$ cat src/rtl/wb_sk6812_rx_pkg.sv
// Shared definitions for the SK6812 receive block: register map, bit indices
// and the bit-decoder state encoding.
package wb_sk6812_rx_pkg;
  localparam logic [1:0] REG_STATUS = 2'd0;
  localparam logic [1:0] REG_DATA   = 2'd1;
  localparam logic [1:0] REG_CTRL   = 2'd2;

  localparam int ST_EMPTY  = 0;
  localparam int ST_FULL   = 1;
  localparam int ST_OVF    = 2;
  localparam int ST_FDONE  = 3;
  localparam int ST_PART   = 4;
  localparam int ST_CNT_LO = 8;

  localparam int CT_EN       = 0;
  localparam int CT_IE_DATA  = 1;
  localparam int CT_IE_FRAME = 2;
  localparam int CT_FLUSH    = 8;
  localparam int CT_CLR_OVF  = 9;
  localparam int CT_CLR_FD   = 10;
  localparam int CT_CLR_PART = 11;

  typedef enum logic [1:0] {DEC_IDLE, DEC_HIGH, DEC_LOW} dec_state_t;
endpackage

$ cat src/rtl/wb_sk6812_rx_if.sv
// Wishbone classic bus bundle between the LM32 conbus and the SK6812 receiver.
interface wb_sk6812_rx_if;
  logic [31:0] wb_adr_i;
  logic [31:0] wb_dat_i;
  logic [31:0] wb_dat_o;
  logic [3:0]  wb_sel_i;
  logic        wb_stb_i;
  logic        wb_cyc_i;
  logic        wb_we_i;
  logic        wb_ack_o;

  modport master (output wb_adr_i, wb_dat_i, wb_sel_i, wb_stb_i, wb_cyc_i, wb_we_i,
                  input  wb_dat_o, wb_ack_o);
  modport slave  (input  wb_adr_i, wb_dat_i, wb_sel_i, wb_stb_i, wb_cyc_i, wb_we_i,
                  output wb_dat_o, wb_ack_o);
endinterface

$ cat src/rtl/wb_sk6812_rx_bit_decoder.sv
// Synchronizes the SK6812 line, measures high/low pulse widths and assembles
// 32-bit GRBW words MSB-first; flags frame ends and truncated frames.
module sk6812_bit_decoder
  import wb_sk6812_rx_pkg::*;
#(
  parameter int thresh_cycles   = 22,
  parameter int min_high_cycles = 4,
  parameter int gap_cycles      = 2500
) (
  input  logic        clk,
  input  logic        rst,
  input  logic        enable,
  input  logic        led_in,
  output logic        word_valid,
  output logic [31:0] word,
  output logic        frame_end,
  output logic        partial_err
);
  localparam int LW = $clog2(gap_cycles + 1);
  localparam logic [7:0]    THR  = 8'(thresh_cycles);
  localparam logic [7:0]    MINH = 8'(min_high_cycles);
  // lcnt misses the falling-edge cycle and the current cycle, hence the -2
  localparam logic [LW-1:0] GAP_END = LW'(gap_cycles - 2);

  logic [2:0]    sync;
  dec_state_t    state, state_n;
  logic [7:0]    hcnt, hcnt_n;
  logic [LW-1:0] lcnt, lcnt_n;
  logic [31:0]   sreg, sreg_n;
  logic [5:0]    bitcnt, bitcnt_n;
  logic          rise, fall;

  assign rise       = sync[1] & ~sync[2];
  assign fall       = ~sync[1] & sync[2];
  assign word_valid = (bitcnt == 6'd32);
  assign word       = sreg;

  always_ff @(posedge clk or negedge rst) begin
    if (!rst) begin
      sync   <= '0;
      state  <= DEC_IDLE;
      hcnt   <= '0;
      lcnt   <= '0;
      sreg   <= '0;
      bitcnt <= '0;
    end else begin
      sync   <= {sync[1:0], led_in};
      state  <= state_n;
      hcnt   <= hcnt_n;
      lcnt   <= lcnt_n;
      sreg   <= sreg_n;
      bitcnt <= bitcnt_n;
    end
  end

  always_comb begin
    state_n     = state;
    hcnt_n      = hcnt;
    lcnt_n      = lcnt;
    sreg_n      = sreg;
    bitcnt_n    = word_valid ? 6'd0 : bitcnt;
    frame_end   = 1'b0;
    partial_err = 1'b0;
    if (!enable) begin
      state_n  = DEC_IDLE;
      bitcnt_n = 6'd0;
    end else begin
      unique case (state)
        DEC_IDLE: if (rise) begin
          state_n = DEC_HIGH;
          hcnt_n  = 8'd1;
        end
        DEC_HIGH: begin
          if (hcnt != 8'hFF) hcnt_n = hcnt + 8'd1;
          if (fall) begin
            state_n = DEC_LOW;
            // short pulses are glitches: dropped, low timing continues
            if (hcnt >= MINH) begin
              sreg_n   = {sreg[30:0], hcnt >= THR};
              bitcnt_n = bitcnt_n + 6'd1;
              lcnt_n   = '0;
            end
          end
        end
        DEC_LOW: begin
          if (rise) begin
            state_n = DEC_HIGH;
            hcnt_n  = 8'd1;
          end else if (lcnt == GAP_END) begin
            frame_end   = 1'b1;
            partial_err = (bitcnt_n != 6'd0);
            bitcnt_n    = 6'd0;
            sreg_n      = '0;
            state_n     = DEC_IDLE;
          end else begin
            lcnt_n = lcnt + LW'(1);
          end
        end
        default: state_n = DEC_IDLE;
      endcase
    end
  end
endmodule

$ cat src/rtl/wb_sk6812_rx.sv
// Wishbone slave that buffers decoded SK6812 GRBW words in a FIFO and reports
// frame/overflow/partial status with a level interrupt.
module wb_sk6812_rx
  import wb_sk6812_rx_pkg::*;
#(
  parameter int clk_freq        = 50000000,
  parameter int thresh_cycles   = 22,
  parameter int min_high_cycles = 4,
  parameter int gap_cycles      = 2500,
  parameter int fifo_aw         = 4
) (
  input  logic           clk,
  input  logic           rst,
  wb_sk6812_rx_if.slave  wb,
  input  logic           led_in,
  output logic           intr
);
  localparam int AW    = fifo_aw;
  localparam int DEPTH = 2 ** fifo_aw;

  logic          word_valid, frame_end, partial_err;
  logic [31:0]   word;
  logic          enable, ie_data, ie_frame;
  logic          overflow, frame_done, partial;
  logic [31:0]   mem [DEPTH];
  logic [AW-1:0] wr_ptr, rd_ptr;
  logic [AW:0]   count;
  logic          empty, full, req, wr_ctrl, do_pop, do_push, flush;
  logic [1:0]    sel;
  logic [31:0]   rdata, status;
  logic          unused_ok;

  sk6812_bit_decoder #(
    .thresh_cycles(thresh_cycles), .min_high_cycles(min_high_cycles), .gap_cycles(gap_cycles)
  ) u_dec (
    .clk(clk), .rst(rst), .enable(enable), .led_in(led_in),
    .word_valid(word_valid), .word(word), .frame_end(frame_end), .partial_err(partial_err)
  );

  assign unused_ok = ^{wb.wb_adr_i[31:4], wb.wb_adr_i[1:0], wb.wb_sel_i,
                       wb.wb_dat_i[31:12], wb.wb_dat_i[7:3], clk_freq > 0};

  assign sel     = wb.wb_adr_i[3:2];
  assign req     = wb.wb_stb_i & wb.wb_cyc_i & ~wb.wb_ack_o;
  assign wr_ctrl = req & wb.wb_we_i & (sel == REG_CTRL);
  assign flush   = wr_ctrl & wb.wb_dat_i[CT_FLUSH];
  assign empty   = (count == '0);
  assign full    = count[AW];
  assign do_pop  = req & ~wb.wb_we_i & (sel == REG_DATA) & ~empty;
  // a full FIFO still accepts a word when the same cycle pops one
  assign do_push = word_valid & (~full | do_pop);
  assign intr    = (frame_done & ie_frame) | (~empty & ie_data);

  always_comb begin
    status                        = '0;
    status[ST_EMPTY]              = empty;
    status[ST_FULL]               = full;
    status[ST_OVF]                = overflow;
    status[ST_FDONE]              = frame_done;
    status[ST_PART]               = partial;
    status[ST_CNT_LO +: AW+1]     = count;
  end

  always_comb begin
    rdata = '0;
    unique case (sel)
      REG_STATUS: rdata = status;
      REG_DATA:   rdata = empty ? '0 : mem[rd_ptr];
      REG_CTRL:   rdata = {29'd0, ie_frame, ie_data, enable};
      default:    rdata = '0;
    endcase
  end

  always_ff @(posedge clk) begin
    if (do_push && !flush) mem[wr_ptr] <= word;
  end

  always_ff @(posedge clk or negedge rst) begin
    if (!rst) begin
      wb.wb_ack_o <= 1'b0;
      wb.wb_dat_o <= '0;
      enable      <= 1'b0;
      ie_data     <= 1'b0;
      ie_frame    <= 1'b0;
      overflow    <= 1'b0;
      frame_done  <= 1'b0;
      partial     <= 1'b0;
      wr_ptr      <= '0;
      rd_ptr      <= '0;
      count       <= '0;
    end else begin
      wb.wb_ack_o <= req;
      wb.wb_dat_o <= (req && !wb.wb_we_i) ? rdata : '0;
      if (wr_ctrl) begin
        enable   <= wb.wb_dat_i[CT_EN];
        ie_data  <= wb.wb_dat_i[CT_IE_DATA];
        ie_frame <= wb.wb_dat_i[CT_IE_FRAME];
      end
      // sticky sets take priority over a same-cycle clear
      overflow   <= (word_valid & full & ~do_pop) | (overflow & ~(wr_ctrl & wb.wb_dat_i[CT_CLR_OVF]));
      frame_done <= frame_end | (frame_done & ~(wr_ctrl & wb.wb_dat_i[CT_CLR_FD]));
      partial    <= partial_err | (partial & ~(wr_ctrl & wb.wb_dat_i[CT_CLR_PART]));
      if (flush) begin
        wr_ptr <= '0;
        rd_ptr <= '0;
        count  <= '0;
      end else begin
        if (do_push) wr_ptr <= wr_ptr + AW'(1);
        if (do_pop)  rd_ptr <= rd_ptr + AW'(1);
        unique case ({do_push, do_pop})
          2'b10:   count <= count + (AW+1)'(1);
          2'b01:   count <= count - (AW+1)'(1);
          default: count <= count;
        endcase
      end
    end
  end
endmodule

$ cat src/flat_wrapper.sv
// flat-port wrapper written by rule: the top's interface ports become plain ports
module wb_sk6812_rx_flat import wb_sk6812_rx_pkg::*;
#(
  parameter int clk_freq        = 50000000,
  parameter int thresh_cycles   = 22,
  parameter int min_high_cycles = 4,
  parameter int gap_cycles      = 2500,
  parameter int fifo_aw         = 4
)
  (clk, rst, led_in, intr, wb_wb_adr_i, wb_wb_dat_i, wb_wb_sel_i, wb_wb_stb_i, wb_wb_cyc_i, wb_wb_we_i, wb_wb_dat_o, wb_wb_ack_o);
  wb_sk6812_rx_if wb_i ();
  input  logic clk;
  input  logic rst;
  input  logic led_in;
  output logic intr;
  input wire logic [$bits(wb_i.wb_adr_i)-1:0] wb_wb_adr_i;
  input wire logic [$bits(wb_i.wb_dat_i)-1:0] wb_wb_dat_i;
  input wire logic [$bits(wb_i.wb_sel_i)-1:0] wb_wb_sel_i;
  input wire logic [$bits(wb_i.wb_stb_i)-1:0] wb_wb_stb_i;
  input wire logic [$bits(wb_i.wb_cyc_i)-1:0] wb_wb_cyc_i;
  input wire logic [$bits(wb_i.wb_we_i)-1:0] wb_wb_we_i;
  output wire logic [$bits(wb_i.wb_dat_o)-1:0] wb_wb_dat_o;
  output wire logic [$bits(wb_i.wb_ack_o)-1:0] wb_wb_ack_o;
  assign wb_i.wb_adr_i = wb_wb_adr_i;
  assign wb_i.wb_dat_i = wb_wb_dat_i;
  assign wb_i.wb_sel_i = wb_wb_sel_i;
  assign wb_i.wb_stb_i = wb_wb_stb_i;
  assign wb_i.wb_cyc_i = wb_wb_cyc_i;
  assign wb_i.wb_we_i = wb_wb_we_i;
  assign wb_wb_dat_o = wb_i.wb_dat_o;
  assign wb_wb_ack_o = wb_i.wb_ack_o;
  wb_sk6812_rx #(.clk_freq(clk_freq), .thresh_cycles(thresh_cycles), .min_high_cycles(min_high_cycles), .gap_cycles(gap_cycles), .fifo_aw(fifo_aw)) u_core (.clk(clk), .rst(rst), .wb(wb_i), .led_in(led_in), .intr(intr));
endmodule
$ cat config.mk
export PLATFORM = sky130hd
export DESIGN_NAME = wb_sk6812_rx_flat
export DESIGN_NICKNAME = d
export VERILOG_FILES = /design/src/rtl/wb_sk6812_rx_pkg.sv /design/src/rtl/wb_sk6812_rx_if.sv /design/src/rtl/wb_sk6812_rx_bit_decoder.sv /design/src/rtl/wb_sk6812_rx.sv /design/src/flat_wrapper.sv
export SDC_FILE = /design/constraint.sdc
export NUM_CORES = 1
export LEC_CHECK = 0
export CAP_MARGIN = 20
export CORE_UTILIZATION = 35
export DETAILED_ROUTE_END_ITERATION = 8
export GPL_TIMING_DRIVEN = 1
export PLACE_DENSITY_LB_ADDON = 0.12
export SYNTH_ARGS = -nofsm -noshare
export SYNTH_HDL_FRONTEND = slang
export SYNTH_SLANG_ARGS = --single-unit
$ cat constraint.sdc
create_clock -name clk -period 5.85 [get_ports clk]
set_input_delay 0.8775 -clock clk [delete_from_list [all_inputs] [get_ports clk]]
set_output_delay 0.8775 -clock clk [all_outputs]
set_load 0.005 [all_outputs]
==> flow_metrics.tcl, run 1 <==
set metrics [dict create \
    status "finished clean" \
    vias_per_cell 5.18 \
    cp-start-kind "primary input" \
    tightestPinTransition_ns 1.11 \
    maxSlewHeadroom 0.261 \
    synth_area_um2 24400 \
    wl_per_cell_um 24.5 \
    holdWs_ns 0.283 \
    core-area_um2 68800 \
    avgSynthCellArea_um2 19.1 \
    root_buffer "clkbuf_16" \
    timing.critical_path.arrival_ns 3.92 \
    dp_hpwl_um 31200 \
    die_x_um 266 \
    hold_path.class "in -> async" \
    async_reset_ff_frac 0.183 \
    finalHoldViolCount 0 \
    fmaxAchievable_mhz 274 \
    placementRows 96 \
    cts.sinks 627 \
    synth-edff-count 512 \
    grt_max_degree 71 \
    die_h_um 266 \
    cts_inserted_buffers 72 \
    first_pass_iters 4 \
    ff2ff_path_depth 8 \
    setup_tns_ns 0 \
    grt_use_total 0.169 \
    crit_required_ns 6.12 \
    syn_nets 1373 \
    cp_max_fo 20 \
    setup_violations 0 \
    io_pins 108 \
    vias 12200 \
    start_util 0.355 \
    numPortBuffers 48 \
    cap_viol_max_count 0 \
    h-tree-depth 3 \
    skew_ns 0.0222 \
    r2r_setup_slack_ns 2.44 \
    grt-ovfl-total 0 \
    fillers 6074 \
    netlist_instances 1279 \
    clk_pin_slew_ns 0.06 \
    synth.distinct_cells 67 \
    clock_latency_ns 0.61 \
    layout_min_cycle_time_ns 3.65 \
    dieArea_um2 70900 \
    cp-end-kind "flip-flop" \
    drc 0 \
    r2r-start "u_core.u_dec.bitcnt[0]" \
    drt-initial-drc-count 783 \
    tritoncts "yes" \
    power_density_nw_per_um2 368 \
    postSynthRegisterBits 627 \
    crit_type "in -> reg" \
    first_global_vias 13200 \
    syn_to_final_growth_pct 16.1 \
    fin_crit_sh 0.624 \
    hold_buffers 0 \
    cts_resized 0 \
    rr_endpoint "u_core.mem[9][22]" \
    synth_ff_type "edfxtp_1" \
    finalMaxSlewViolations 0 \
    multiInputGateArea_um2 5810 \
    drt-total-wl_um 57800 \
    register_area_um2 18300 \
    grt_pass1_wl_um 86800 \
    yosysWarnings 0 \
    postRouteAntennaNets 0 \
    ys_seq_area_frac 0.747 \
    rsz0062_at_grt "no" \
    postCtsSetupRepairBufs 0 \
    gp_congestion 0.737 \
    antenna_found_initial 0 \
    final_nets 1460 \
    diodes 0 \
    vdd_drop_max_mv 0.211 \
    cts_buffer_depth 3 \
    p_leak_nw 10.3 \
    drive_gt1_frac 0.217 \
]
## logic make-up (layout without fill, tap and decap cells)
| kind of cell | Yosys count | in the layout | synth area share |
|---|---|---|---|
| xor+xnor | 14 | 14 | 0.00502 |
| buf+inv | 89 | 234 | 0.0169 |
| fa+ha+maj | 20 | 20 | 0.0102 |
| simple gates | 196 | 196 | 0.0445 |
| mux | 141 | 141 | 0.122 |
| flops | 627 | 627 | 0.747 |
| compound gates | 192 | 192 | 0.0545 |
## stage by stage
step	total power, W	instances	util	instance area, µm²	worst slack, ns
finish	0.0104	2355	0.412	28400	2.20
global route	0.0109	2355	0.412	28400	2.06
CTS	0.0106	2352	0.411	28300	2.21
detailed placement	0.00624	2220	0.378	26000	1.58
global placement	0.00625	2220	0.378	26000	1.58
floorplan	0.00589	1279	-	24400	0.321
## synth_stat cells (all sizes together), types with 5 or more instances
master | number | area, µm²
a21oi | 22 | 110
a221oi | 7 | 61.3
a22o | 39 | 342
and2 | 13 | 81.3
and3 | 9 | 56.3
buf | 39 | 224
clkbuf | 31 | 118
dfrtp | 115 | 2880
edfxtp | 512 | 15400
ha | 20 | 250
inv | 19 | 71.3
mux2i | 12 | 120
mux4 | 125 | 2820
nand2 | 49 | 186
nand2b | 5 | 31.3
nand3 | 21 | 105
nor2 | 27 | 104
nor2b | 8 | 50.1
nor3 | 33 | 196
o21ai | 37 | 185
o22ai | 48 | 307
o31ai | 11 | 82.6
or3 | 8 | 50.1
xnor2 | 8 | 70.1
xor2 | 6 | 52.6
## layout make-up
cell class,instances,area share
Inverter,19,0.00251
Tap cell,931,0.0411
Clock buffer,103,0.0727
Timing Repair Buffer,83,0.0276
Clock inverter,29,0.00772
Sequential cell,627,0.644
Multi-Input combinational cell,563,0.205
## critical path: stages
cell and delay (ns):
clkdlybuf4s50_1 0.54, or4b_4 0.62, a21o_1 0.39, nor3_2 0.30, and3_2 0.76, buf_4 0.40
## where the power goes
part | switching [W] | leakage, nW | internal (W)
registers | 0.000218 | 7.04 | 0.00482
logic | 0.000599 | 2.11 | 0.000465
clock network | 0.00178 | 1.12 | 0.00255
total | 0.00260 | 10.3 | 0.00784
## flip-flops by register name (all words and copies together) (netlist names), 3 cells and up
register	flops
u_core.wr_ptr	4
u_core.mem	512
u_core.u_dec.bitcnt	6
u_core.rd_ptr	4
u_core.u_dec.hcnt	8
u_core.u_dec.lcnt	12
u_core.u_dec.sync	3
u_core.u_dec.word	32
u_core.wb.wb_dat_o	32
u_core.count	5
## how the worst max path moves through the flow
stage	start	endpoint
final	wb_wb_adr_i[3]	u_core.mem[9][22]
after global routing	wb_wb_cyc_i	u_core.count[2]
after CTS	wb_wb_adr_i[3]	u_core.mem[2][13]
after detailed placement	wb_wb_adr_i[3]	u_core.mem[3][1]
after global placement	wb_wb_adr_i[3]	u_core.mem[2][2]
after floorplan	wb_wb_adr_i[3]	u_core.mem[15][0]
## metal layers
| layer | global-route usage | vias up | wire, µm |
|---|---|---|---|
| met5 | 0 | - | 0 |
| met4 | 0.0531 | 0 | 1210 |
| met3 | 0.0283 | 77 | 1990 |
| met2 | 0.281 | 216 | 28500 |
| met1 | 0.225 | 6529 | 26100 |
| li1 | - | 5383 | - |
## cell usage in the layout (no fill, tap or decap), types with 6 or more instances in the layout
| cell type | synthesis | routed |
|---|---|---|
| mux2i_1 | 12 | 12 |
| clkdlybuf4s50_1 | 0 | 47 |
| xnor2_1 | 8 | 8 |
| a22o_1 | 39 | 39 |
| o31ai_1 | 11 | 11 |
| dfrtp_1 | 115 | 112 |
| o22ai_1 | 47 | 47 |
| clkbuf_1 | 30 | 21 |
| inv_1 | 19 | 19 |
| mux4_2 | 125 | 125 |
| a221oi_1 | 7 | 7 |
| buf_4 | 8 | 32 |
| or3_1 | 8 | 8 |
| nor2_1 | 26 | 25 |
| clkbuf_16 | 0 | 76 |
| clkinv_1 | 0 | 7 |
| o21ai_0 | 36 | 36 |
| ha_1 | 20 | 20 |
| nand2_1 | 48 | 48 |
| nor2b_1 | 8 | 8 |
| and2_2 | 0 | 11 |
| nand3_1 | 21 | 21 |
| xor2_1 | 6 | 6 |
| edfxtp_1 | 512 | 512 |
| clkinv_2 | 0 | 13 |
| a21oi_1 | 22 | 22 |
| nor3_1 | 28 | 28 |
| clkbuf_8 | 0 | 6 |
(Power assumes the default switching activity.)
==> run 2, diff against run 1 <==
==> constraint.sdc (replaced) <==
create_clock -name clk -period 3.4 [get_ports clk]
set_input_delay 0.51 -clock clk [delete_from_list [all_inputs] [get_ports clk]]
set_output_delay 0.51 -clock clk [all_outputs]
set_load 0.005 [all_outputs]
==> flow_metrics.tcl, run 2 (synthesis results as in run 1) <==
set metrics [dict create \
    status "finished clean" \
    start_util 0.355 \
    core-area_um2 68800 \
    timing.critical_path.arrival_ns 2.61 \
    grt_pass1_wl_um 88100 \
    postRouteAntennaNets 0 \
    die_x_um 266 \
    vdd_drop_max_mv 0.364 \
    cts_inserted_buffers 70 \
    largest_register "u_core.mem" \
    crit_top_cell "or3_1" \
    numPortBuffers 48 \
    largest_reg_flops 512 \
    grt_use_total 0.172 \
    final_common_cell "edfxtp_1" \
    drt-total-wl_um 58900 \
    setup_tns_ns 0 \
    crit_required_ns 2.89 \
    grt_max_degree 63 \
    drc 0 \
    h-tree-depth 3 \
    final_cell_mix "edfxtp_1 (512), mux4_2 (125), dfrtp_1 (112)" \
    multiInputGateArea_um2 5820 \
    gp_congestion 0.745 \
    p_leak_nw 10.6 \
    vias 12400 \
    crit_path_max_incr_delay_ns 0.47 \
    drt-initial-drc-count 905 \
    tightestPinTransition_ns 0.812 \
    cp_num_buf_inv 1 \
    fmaxAchievable_mhz 320 \
    first_global_vias 13200 \
    grt-ovfl-total 0 \
    dieArea_um2 70900 \
    combPwrFrac 0.117 \
    cp-start-kind "flip-flop" \
    vias_per_cell 5.21 \
    top_usage_layer "met2" \
    skew_ns 0.0238 \
    layout_min_cycle_time_ns 3.12 \
    io_pins 108 \
    swShare 0.248 \
    root_buffer "clkbuf_16" \
    cts_buffer_depth 3 \
    clk_pin_slew_ns 0.06 \
    cpMaxStageDelayCell "dfrtp_1" \
    switching_power_w 0.00449 \
    power_density_nw_per_um2 626 \
    p_int_w 0.0136 \
    final_nets 1496 \
    cp_max_fo 8 \
    maxSlewHeadroom 0.459 \
    finalMaxSlewViolations 0 \
    drive_gt1_frac 0.236 \
    cp_top_family "simple AND/OR/NAND/NOR gates" \
    diodes 0 \
    first_pass_iters 6 \
    fillers 6065 \
    placementRows 96 \
    fin_crit_sh 0.919 \
    rsz0062_at_grt "no" \
    register_area_um2 18300 \
    crit_chain "or3_1 -> or3_1 -> a22o_1 -> clkdlybuf4s50_1" \
    antenna_found_initial 2 \
    syn_to_final_growth_pct 18.3 \
    use_met3 0.0246 \
    setup_violations 0 \
    tritoncts "yes" \
    cp-end-kind "output pin" \
    hold_path.class "reg -> reg" \
    dp_hpwl_um 33400 \
    post-route-util 0.420 \
    clock_latency_ns 0.60 \
    cap_viol_max_count 0 \
    grt.met2_usage 0.285 \
    finalHoldViolCount 0 \
    die_h_um 266 \
    seqPwrFrac 0.475 \
    wl_per_cell_um 24.6 \
    crit_type "reg -> out" \
    cts.sinks 627 \
    grt_use_met1 0.234 \
    clock_power_share 0.409 \
]
## run 2: worst reg2reg max path: cells and delay by family (launching register included)
| family | cells | cell delay (ns) |
|---|---|---|
| and+or+nand+nor | 4 | 1.28 |
| AOI/OAI and AO/OA | 2 | 0.30 |
| DFF | 1 | 0.47 |
| xor gates and xnor gates | 2 | 0.24 |
| adders and majority gates | 2 | 0.44 |
| buffers and inverters | 1 | 0.05 |
## run 2: area by class of cell
type | instances | area share
multi-input combinational | 563 | 0.201
tap | 931 | 0.0403
clock inverter | 27 | 0.00783
clock buffer | 102 | 0.0703
timing repair buffer | 121 | 0.0465
sequential | 627 | 0.631
inverter | 19 | 0.00247
## run 2: power by group through the flow
stage	logic [W]	registers, W	clock network [W]
after global routing	0.00232	0.00862	0.00793
after floorplan	0.00164	0.00852	0
after CTS	0.00218	0.00860	0.00762
after global placement	0.00217	0.00875	0
after detailed placement	0.00217	0.00876	0
final	0.00211	0.00859	0.00740
## run 2: stage by stage
stage	setup WS [ns]	cell area, µm²	hold WS (ns)	cells	total power [W]
2_1_floorplan	0.318	24500	0.214	1279	0.0102
3_3_place_gp	0.196	26700	0.334	2260	0.0109
3_5_place_dp	0.176	26700	0.337	2260	0.0109
4_1_cts	0.234	28900	0.314	2390	0.0184
5_1_grt	0.188	28900	0.329	2390	0.0189
6_report	0.277	28900	0.348	2390	0.0181
## run 2: final timing paths
path                                            from              endpoint  slack, ns  cells past startpoint
worst min-delay path            u_core.u_dec.sync[0]  u_core.u_dec.sync[1]       0.35                      0
worst max register to register       u_core.count[1]       u_core.count[2]       0.57                     11
min in group asynchronous                        rst  u_core.u_dec.hcnt[2]       0.51                      2
max in group asynchronous                        rst  u_core.u_dec.hcnt[1]       2.16                      3
worst min register to register  u_core.u_dec.sync[0]  u_core.u_dec.sync[1]       0.35                      0
worst max-delay path                 u_core.count[1]                  intr       0.28                      4
## run 2: what timing repair did
| action | CTS | global route |
|---|---|---|
| buffers inserted | 0 | 0 |
| hold endpoints to repair | 60 | 0 |
| hold buffers | 1 | 0 |
| resized for setup | 0 | 0 |
## run 2: metal layers
layer	part of all wire	wire length, µm
met3	0.042	2450
met1	0.45	26200
met4	0.019	1100
met5	0	0
met2	0.49	29100
